--- config.mk ---
export PLATFORM = sky130hd
export DESIGN_NAME = bcd_display_counter
export DESIGN_NICKNAME = d
export VERILOG_FILES = /design/src/rtl/bcd_display_counter_pkg.sv /design/src/rtl/bcd_display_counter_digit.sv /design/src/rtl/bcd_display_counter.sv
export SDC_FILE = /design/constraint.sdc
export NUM_CORES = 1
export LEC_CHECK = 0
export CAP_MARGIN = 20
export CORE_MARGIN = 2
export CORE_UTILIZATION = 48
export CTS_BUF_LIST = sky130_fd_sc_hd__clkbuf_8
export DETAILED_ROUTE_END_ITERATION = 6
export PLACE_DENSITY_LB_ADDON = 0.3
export SYNTH_ARGS = -nofsm -noshare
export SYNTH_HDL_FRONTEND = slang
export SYNTH_SLANG_ARGS = --single-unit
--- constraint.sdc ---
create_clock -name clk -period 2.25 [get_ports clk]
set_input_delay 0.45 -clock clk [delete_from_list [all_inputs] [get_ports clk]]
set_output_delay 0.45 -clock clk [all_outputs]
set_load 0.01 [all_outputs]
--- src/rtl/bcd_display_counter_pkg.sv ---
// Shared BCD digit and seven-segment types plus the digit decoder.
// Segments are active-low, bit order g..a.
package bcd_display_counter_pkg;

  typedef logic [3:0] bcd_t;
  typedef logic [6:0] seg_t;

  localparam seg_t SEG_BLANK = 7'b1111111;

  function automatic seg_t bcd_to_seg(input bcd_t d);
    case (d)
      4'd0:    bcd_to_seg = 7'b1000000;
      4'd1:    bcd_to_seg = 7'b1111001;
      4'd2:    bcd_to_seg = 7'b0100100;
      4'd3:    bcd_to_seg = 7'b0110000;
      4'd4:    bcd_to_seg = 7'b0011001;
      4'd5:    bcd_to_seg = 7'b0010010;
      4'd6:    bcd_to_seg = 7'b0000010;
      4'd7:    bcd_to_seg = 7'b1111000;
      4'd8:    bcd_to_seg = 7'b0000000;
      4'd9:    bcd_to_seg = 7'b0010000;
      default: bcd_to_seg = SEG_BLANK;
    endcase
  endfunction

endpackage

--- src/rtl/bcd_display_counter_digit.sv ---
// One BCD decade: load with sanitising, increment/decrement when the
// carry/borrow chain reaches it, and a carry/borrow out to the next decade.
module bcd_digit
  import bcd_display_counter_pkg::*;
(
  input  logic clk,
  input  logic reset,
  input  logic load,
  input  logic up,
  input  bcd_t load_d,
  input  logic cin,
  output bcd_t q,
  output logic cout,
  output logic bad
);

  logic at_limit;

  assign bad      = (load_d > 4'd9);
  assign at_limit = up ? (q == 4'd9) : (q == 4'd0);
  assign cout     = cin & at_limit;

  // cin is already gated by load at the chain head, so load wins here too.
  always_ff @(posedge clk or posedge reset) begin
    if (reset)
      q <= 4'd0;
    else if (load)
      q <= bad ? 4'd0 : load_d;
    else if (cin) begin
      if (up) q <= at_limit ? 4'd0 : q + 4'd1;
      else    q <= at_limit ? 4'd9 : q - 4'd1;
    end
  end

endmodule

--- src/rtl/bcd_display_counter.sv ---
// Multi-decade BCD up/down counter with seven-segment decode and optional
// leading-zero blanking. Decades are chained by carry/borrow.
module bcd_display_counter
  import bcd_display_counter_pkg::*;
#(
  parameter int NUM_DIGITS = 2,
  parameter int BLANK_LZ   = 0
) (
  input  logic                    clk,
  input  logic                    reset,
  input  logic                    en,
  input  logic                    up,
  input  logic                    load,
  input  logic [4*NUM_DIGITS-1:0] load_val,
  output logic [4*NUM_DIGITS-1:0] count,
  output logic [7*NUM_DIGITS-1:0] leds,
  output logic                    wrap,
  output logic                    load_err
);

  logic [NUM_DIGITS-1:0] bad;
  logic                  last_cout;

  for (genvar i = 0; i < NUM_DIGITS; i++) begin : g_digit
    logic cin, cout, blank;

    // Per-stage carry nets keep the chain free of a self-referencing vector.
    if (i == 0) begin : g_head
      assign cin = en & ~load;
    end else begin : g_link
      assign cin = g_digit[i-1].cout;
    end

    if (i == NUM_DIGITS-1) begin : g_tail
      assign last_cout = cout;
    end

    bcd_digit u_digit (
      .clk    (clk),
      .reset  (reset),
      .load   (load),
      .up     (up),
      .load_d (load_val[4*i +: 4]),
      .cin    (cin),
      .q      (count[4*i +: 4]),
      .cout   (cout),
      .bad    (bad[i])
    );

    assign blank = (BLANK_LZ != 0) && (i != 0) &&
                   (count[4*NUM_DIGITS-1:4*i] == '0);
    assign leds[7*i +: 7] = blank ? SEG_BLANK : bcd_to_seg(count[4*i +: 4]);
  end

  always_ff @(posedge clk or posedge reset) begin
    if (reset) begin
      wrap     <= 1'b0;
      load_err <= 1'b0;
    end else begin
      wrap     <= last_cout;
      load_err <= load & (|bad);
    end
  end

endmodule

==> results_dict.tcl, run 1 <==
set metrics [dict create \
    outcome "completed" \
    avgSynthCellArea_sq_um 7.21 \
    p_clk_share_pct 22.7 \
    dp_slack_ns 0.0650 \
    drc_errors 0 \
    design.core.area_sq_um 2250 \
    hold_buffers 0 \
    synth-seq-cells 10 \
    hp-class "in2async" \
    numCtsBuffers 3 \
    ir_drop_uv 434 \
    ant_nets 0 \
    fin_crit_sh_pct 96.6 \
    p_per_area_nw_per_um2 582 \
    cap_viol_max_count 0 \
    crit_required_ns 1.80 \
    cp_data_arrival_time_ns 1.72 \
    p_switching_mw 0.374 \
    clock_skew_ns 0.00332 \
    internal_power_mw 0.622 \
    first_global_vias 1217 \
    nFillCells 183 \
    setup_ws_ns 0.0756 \
    yosys_warnings 0 \
    hold_slack_ns 0.482 \
    cts_tree "done" \
    dpl.hpwl_mm 2.39 \
    clk_latency_ns 0.24 \
    areaGrowthSynthToFinish_pct 45.8 \
    cts_max_level 1 \
    min_period_ns 2.17 \
    drtIter0Drc 27 \
    synth_ff_type "dfrtp_1" \
    place.gp.congestion 0.912 \
    worstSetupPathType "reg2out" \
    synth_edf_count 0 \
    routedWlPerCell_um 13.7 \
    num_rows 17 \
    gr-total-overflow 0 \
    dieArea_sq_um 2860 \
    mostFrequentLayoutCell "clkdlybuf4s50_1" \
    fin_util_pct 76.0 \
    die_w_um 53.5 \
    seqCellArea_sq_um 253 \
    multi_input_area_sq_um 887 \
    p_seq_share_pct 23.1 \
    nNetsFinal 233 \
    syn_inst 163 \
    fmax_mhz 460 \
    yosysSeqAreaShare_pct 21.3 \
    power.share.switching_pct 37.6 \
    track_usage_pct 24.5 \
    cts_sinks 10 \
    grt_setup_unrepaired "false" \
    pin_count 37 \
    p_leak_nw 0.734 \
    tns_ns 0 \
    start_util_pct 52.1 \
    cts.reportedPaths.clkPinSlew_ns 0.05 \
    diodes 0 \
    numPortBuffers 36 \
    grt_start_max_net_pins 18 \
    syn-cell-area_sq_um 1170 \
    die_h_um 53.5 \
    dr.pass1.iters 4 \
    cts_buffer_depth 2 \
    cts_root_buffer "clkbuf_8" \
    grt_antenna_before_repair 0 \
    drive_gt1_share_pct 16.4 \
    slew_violations 0 \
    grt_pass1_wl_mm 5.21 \
    netlist-cell-type-count 42 \
    worstPathMaxFanout 8 \
    finalSetupViolCount 0 \
    critPathCaptureType "output pin" \
    hold_violations 0 \
    synth_nets 188 \
    power_mw 0.996 \
    slew-limit-headroom_pct 65.9 \
    worst_setup_path_start_kind "register" \
    async_reset_ff_share_pct 100 \
    worstMarginPinSlew_ns 0.509 \
    viasPerCell 5.69 \
    num_vias 1337 \
    power.share.combinational_pct 54.2 \
    mostFrequentLayoutCells "clkdlybuf4s50_1 (26), nand2_1 (22), o21ai_0 (14), nor2_1 (14), buf_4 (13)" \
    routed_wl_mm 3.23 \
]
[registers in the layout, indices dropped and copies added, names as in the netlist]
register and count:
wrap 1, g_digit.u_digit.q 8, load_err 1
[cell type report]
class	count	share of cell area [%]
Tap cell	28	2.05
Inverter	10	2.19
Clock buffer	4	3.21
Sequential cell	10	14.8
Timing Repair Buffer	49	26.0
Multi-Input combinational cell	134	51.8
[timing repair]
| item | CTS | global route |
|---|---|---|
| endpoints found under the setup margin | 12 | 4 |
| gates resized for setup | 18 | 5 |
| gates cloned | 0 | 0 |
| setup buffers | 2 | 0 |
[Yosys cell counts (3+ instances only)]
| cell | number | area share [%] |
|---|---|---|
| nand2_1 | 22 | 7.0 |
| nor2_1 | 15 | 4.8 |
| o21ai_0 | 14 | 6.0 |
| a21oi_1 | 13 | 5.5 |
| ha_1 | 12 | 13 |
| dfrtp_1 | 10 | 21 |
| inv_1 | 9 | 2.9 |
| clkbuf_1 | 8 | 2.6 |
| and2_1 | 5 | 2.7 |
| nand2b_1 | 4 | 2.1 |
| nand3b_1 | 4 | 2.6 |
| a211oi_1 | 3 | 1.9 |
| nor3_1 | 3 | 1.3 |
| nor3b_1 | 3 | 1.9 |
| o31ai_1 | 3 | 1.9 |
[worst max-delay path: stages (launching register included)]
cell and delay (ns):
dfrtp_1 0.39, buf_4 0.17, ha_1 0.19, or2b_1 0.27, a21oi_2 0.14, nor2_1 0.05, dlygate4sd2_1 0.28
[path summary, 6_finish.rpt]
kind                                                           from                                   to  slack (ns)  cells after the start
worst max-delay path            g_digit[1].u_digit.q[1]$_DFFE_PP0P_                             leds[12]        0.08                      6
worst min-delay path                                          reset                   load_err$_DFF_PP0_        0.48                      2
worst max register to register  g_digit[0].u_digit.q[0]$_DFFE_PP0P_  g_digit[1].u_digit.q[3]$_DFFE_PP0P_        0.40                      7
min in group clk                g_digit[0].u_digit.q[0]$_DFFE_PP0P_  g_digit[0].u_digit.q[0]$_DFFE_PP0P_        0.68                      2
worst min register to register  g_digit[0].u_digit.q[0]$_DFFE_PP0P_  g_digit[0].u_digit.q[0]$_DFFE_PP0P_        0.68                      2
max in group asynchronous                                     reset  g_digit[1].u_digit.q[0]$_DFFE_PP0P_        1.48                      2
[metal layers]
metal	global-route usage, %	part of all wire (%)	up-vias
li1	-	-	677
met1	30.1	45	618
met2	42.2	50	38
met3	2.82	3.9	4
met4	11.1	0.87	0
met5	0	0	-
[logic make-up after synthesis]
group,synth area share (%)
buffers and inverters,6.18
adders and majority gates,12.8
DFF,21.3
AOI/OAI and AO/OA,29.9
and+or+nand+nor,29.0
muxes,0.852
[metrics by stage]
step | instances | instance area [sq um]
floorplan | 163 | 1170
global placement | 229 | 1620
detailed placement | 229 | 1620
CTS | 235 | 1690
global route | 235 | 1710
finish | 235 | 1710
[power groups by stage]
stage	Clock, mW	Sequential, mW	Combinational (mW)
final	0.226	0.231	0.540
after floorplan	0	0.236	0.281
after global routing	0.239	0.234	0.596
after detailed placement	0	0.230	0.542
after global placement	0	0.227	0.529
after CTS	0.229	0.228	0.525
No activity file was read; power rests on OpenSTA's default activity.
==> run 2, diff against run 1 <==
Settings changed: CORE_UTILIZATION 48 to 52, DONT_BUFFER_PORTS set to 1, GPL_TIMING_DRIVEN set to 0.
==> run 2 against run 1 <==
Against the previous run: global-route usage fell by 1.7 points; sequential share of layout area rose by 5.2 points; wire length fell by 13%.
==> results_dict.tcl, run 2 (synthesis results as in run 1) <==
set metrics [dict create \
    grt_antenna_before_repair 0 \
    p_leak_nw 0.542 \
    numCtsBuffers 3 \
    place.gp.congestion 0.937 \
    die_h_um 51.5 \
    cap_viol_max_count 0 \
    crit_required_ns 1.80 \
    cts_buffer_depth 2 \
    gr-total-overflow 0 \
    cts_tree "done" \
    crit_chain "inv_1 > ha_1 > or2_2 > a21oi_1 > nor2_1" \
    cts_root_buffer "clkbuf_8" \
    clock_skew_ns 0.000878 \
    hp-class "in2async" \
    diodes 0 \
    num_vias 1177 \
    cp_slowest_cell "dfrtp_2" \
    worstSetupPathType "reg2out" \
    design.core.area_sq_um 2170 \
    grt_pass1_wl_mm 4.57 \
    dp.cells 191 \
    slew-limit-headroom_pct 71.5 \
    worstMarginPinSlew_ns 0.428 \
    start_util_pct 54.2 \
    setup_ws_ns 0.127 \
    viasPerCell 6.01 \
    cts_sinks 10 \
    ant_nets 0 \
    power_mw 0.814 \
    mostFrequentLayoutCell "nand2_1" \
    slew_violations 0 \
    dr.pass1.iters 4 \
    final_cells 196 \
    fin_util_pct 58.9 \
    clk_latency_ns 0.24 \
    grt_start_max_net_pins 11 \
    finalSetupViolCount 0 \
    hold_violations 0 \
    areaGrowthSynthToFinish_pct 8.84 \
    worst_setup_path_start_kind "register" \
    outcome "completed" \
    grt_setup_unrepaired "false" \
    fin_crit_sh_pct 94.4 \
    hold_buffers 0 \
    cts_max_level 1 \
    dp_slack_ns 0.0488 \
    largest-register "g_digit.u_digit.q" \
    tns_ns 0 \
    first_global_vias 1024 \
    drive_gt1_share_pct 8.93 \
    cts.reportedPaths.clkPinSlew_ns 0.05 \
    drc_errors 0 \
    path_delay_family "flip-flops" \
    path_buf_inv 1 \
    fmax_mhz 471 \
    drtIter0Drc 35 \
    track_usage_pct 22.8 \
    dpl.hpwl_mm 2.13 \
    critPathCaptureType "output pin" \
    ir_drop_uv 482 \
    mostFrequentLayoutCells "nand2_1 (22), nor2_1 (15), o21ai_0 (14), a21oi_1 (13), ha_1 (12)" \
    nNetsFinal 194 \
    num_rows 17 \
    dieArea_sq_um 2660 \
    routedWlPerCell_um 14.4 \
    p_per_area_nw_per_um2 636 \
    largest_register_ff_count 8 \
    reg_top3 "g_digit.u_digit.q: 8 flops, load_err: 1 flops, wrap: 1 flops" \
    cp_data_arrival_time_ns 1.67 \
    numPortBuffers 0 \
    min_period_ns 2.12 \
    max_stage_delay_ns 0.48 \
    pin_count 37 \
    routed_wl_mm 2.82 \
    worstPathMaxFanout 10 \
    die_w_um 51.5 \
]
[run 2: layout make-up]
cell class	instances	area [sq um]
inverter	10	37.5
tap	28	35.0
timing repair buffer	1	7.51
clock buffer	4	55.1
multi-input combinational	134	852
fill	216	891
sequential	10	255
buffer	9	36.3
[run 2: report_power, final]
part | switching (mW) | internal [mW] | total (mW)
combinational | 0.215 | 0.127 | 0.343
sequential | 0.0470 | 0.200 | 0.247
clock | 0.0700 | 0.154 | 0.224
[run 2: final timing paths]
| check | start | end | slack (ns) | depth (start not counted) |
|---|---|---|---|---|
| max | g_digit[0].u_digit.q[1]$_DFFE_PP0P_ | leds[0] | 0.13 | 5 |
| min | reset | g_digit[0].u_digit.q[2]$_DFFE_PP0P_ | 0.07 | 1 |
| max reg2reg | g_digit[0].u_digit.q[1]$_DFFE_PP0P_ | g_digit[1].u_digit.q[3]$_DFFE_PP0P_ | 0.26 | 7 |
| min reg2reg | g_digit[0].u_digit.q[0]$_DFFE_PP0P_ | g_digit[0].u_digit.q[0]$_DFFE_PP0P_ | 0.74 | 2 |
| max in group asynchronous | reset | g_digit[1].u_digit.q[0]$_DFFE_PP0P_ | 1.90 | 1 |
| min in group clk | load_val[1] | g_digit[0].u_digit.q[1]$_DFFE_PP0P_ | 0.33 | 2 |
[run 2: per-stage QoR]
stage / hold WS [ns] / cell area, sq um
detailed placement: 0.335 / 1210
CTS: 0.0766 / 1270
global route: 0.101 / 1280
floorplan: 0.290 / 1170
global placement: 0.328 / 1210
finish: 0.0669 / 1280
[run 2: metal layers]
layer,up-vias,part of all wire (%),track usage [%]
li1,598,-,-
met1,541,47,32.5
met2,33,46,34.4
met3,5,5.6,3.45
met4,0,1.7,9.21
met5,-,0,0
[run 2: what timing repair did]
item | CTS | global route
buffers inserted | 0 | 1
resized for setup | 1 | 5
pin swaps | 0 | 1
endpoints found under the hold margin | 0 | 0
setup endpoints to repair | 2 | 9
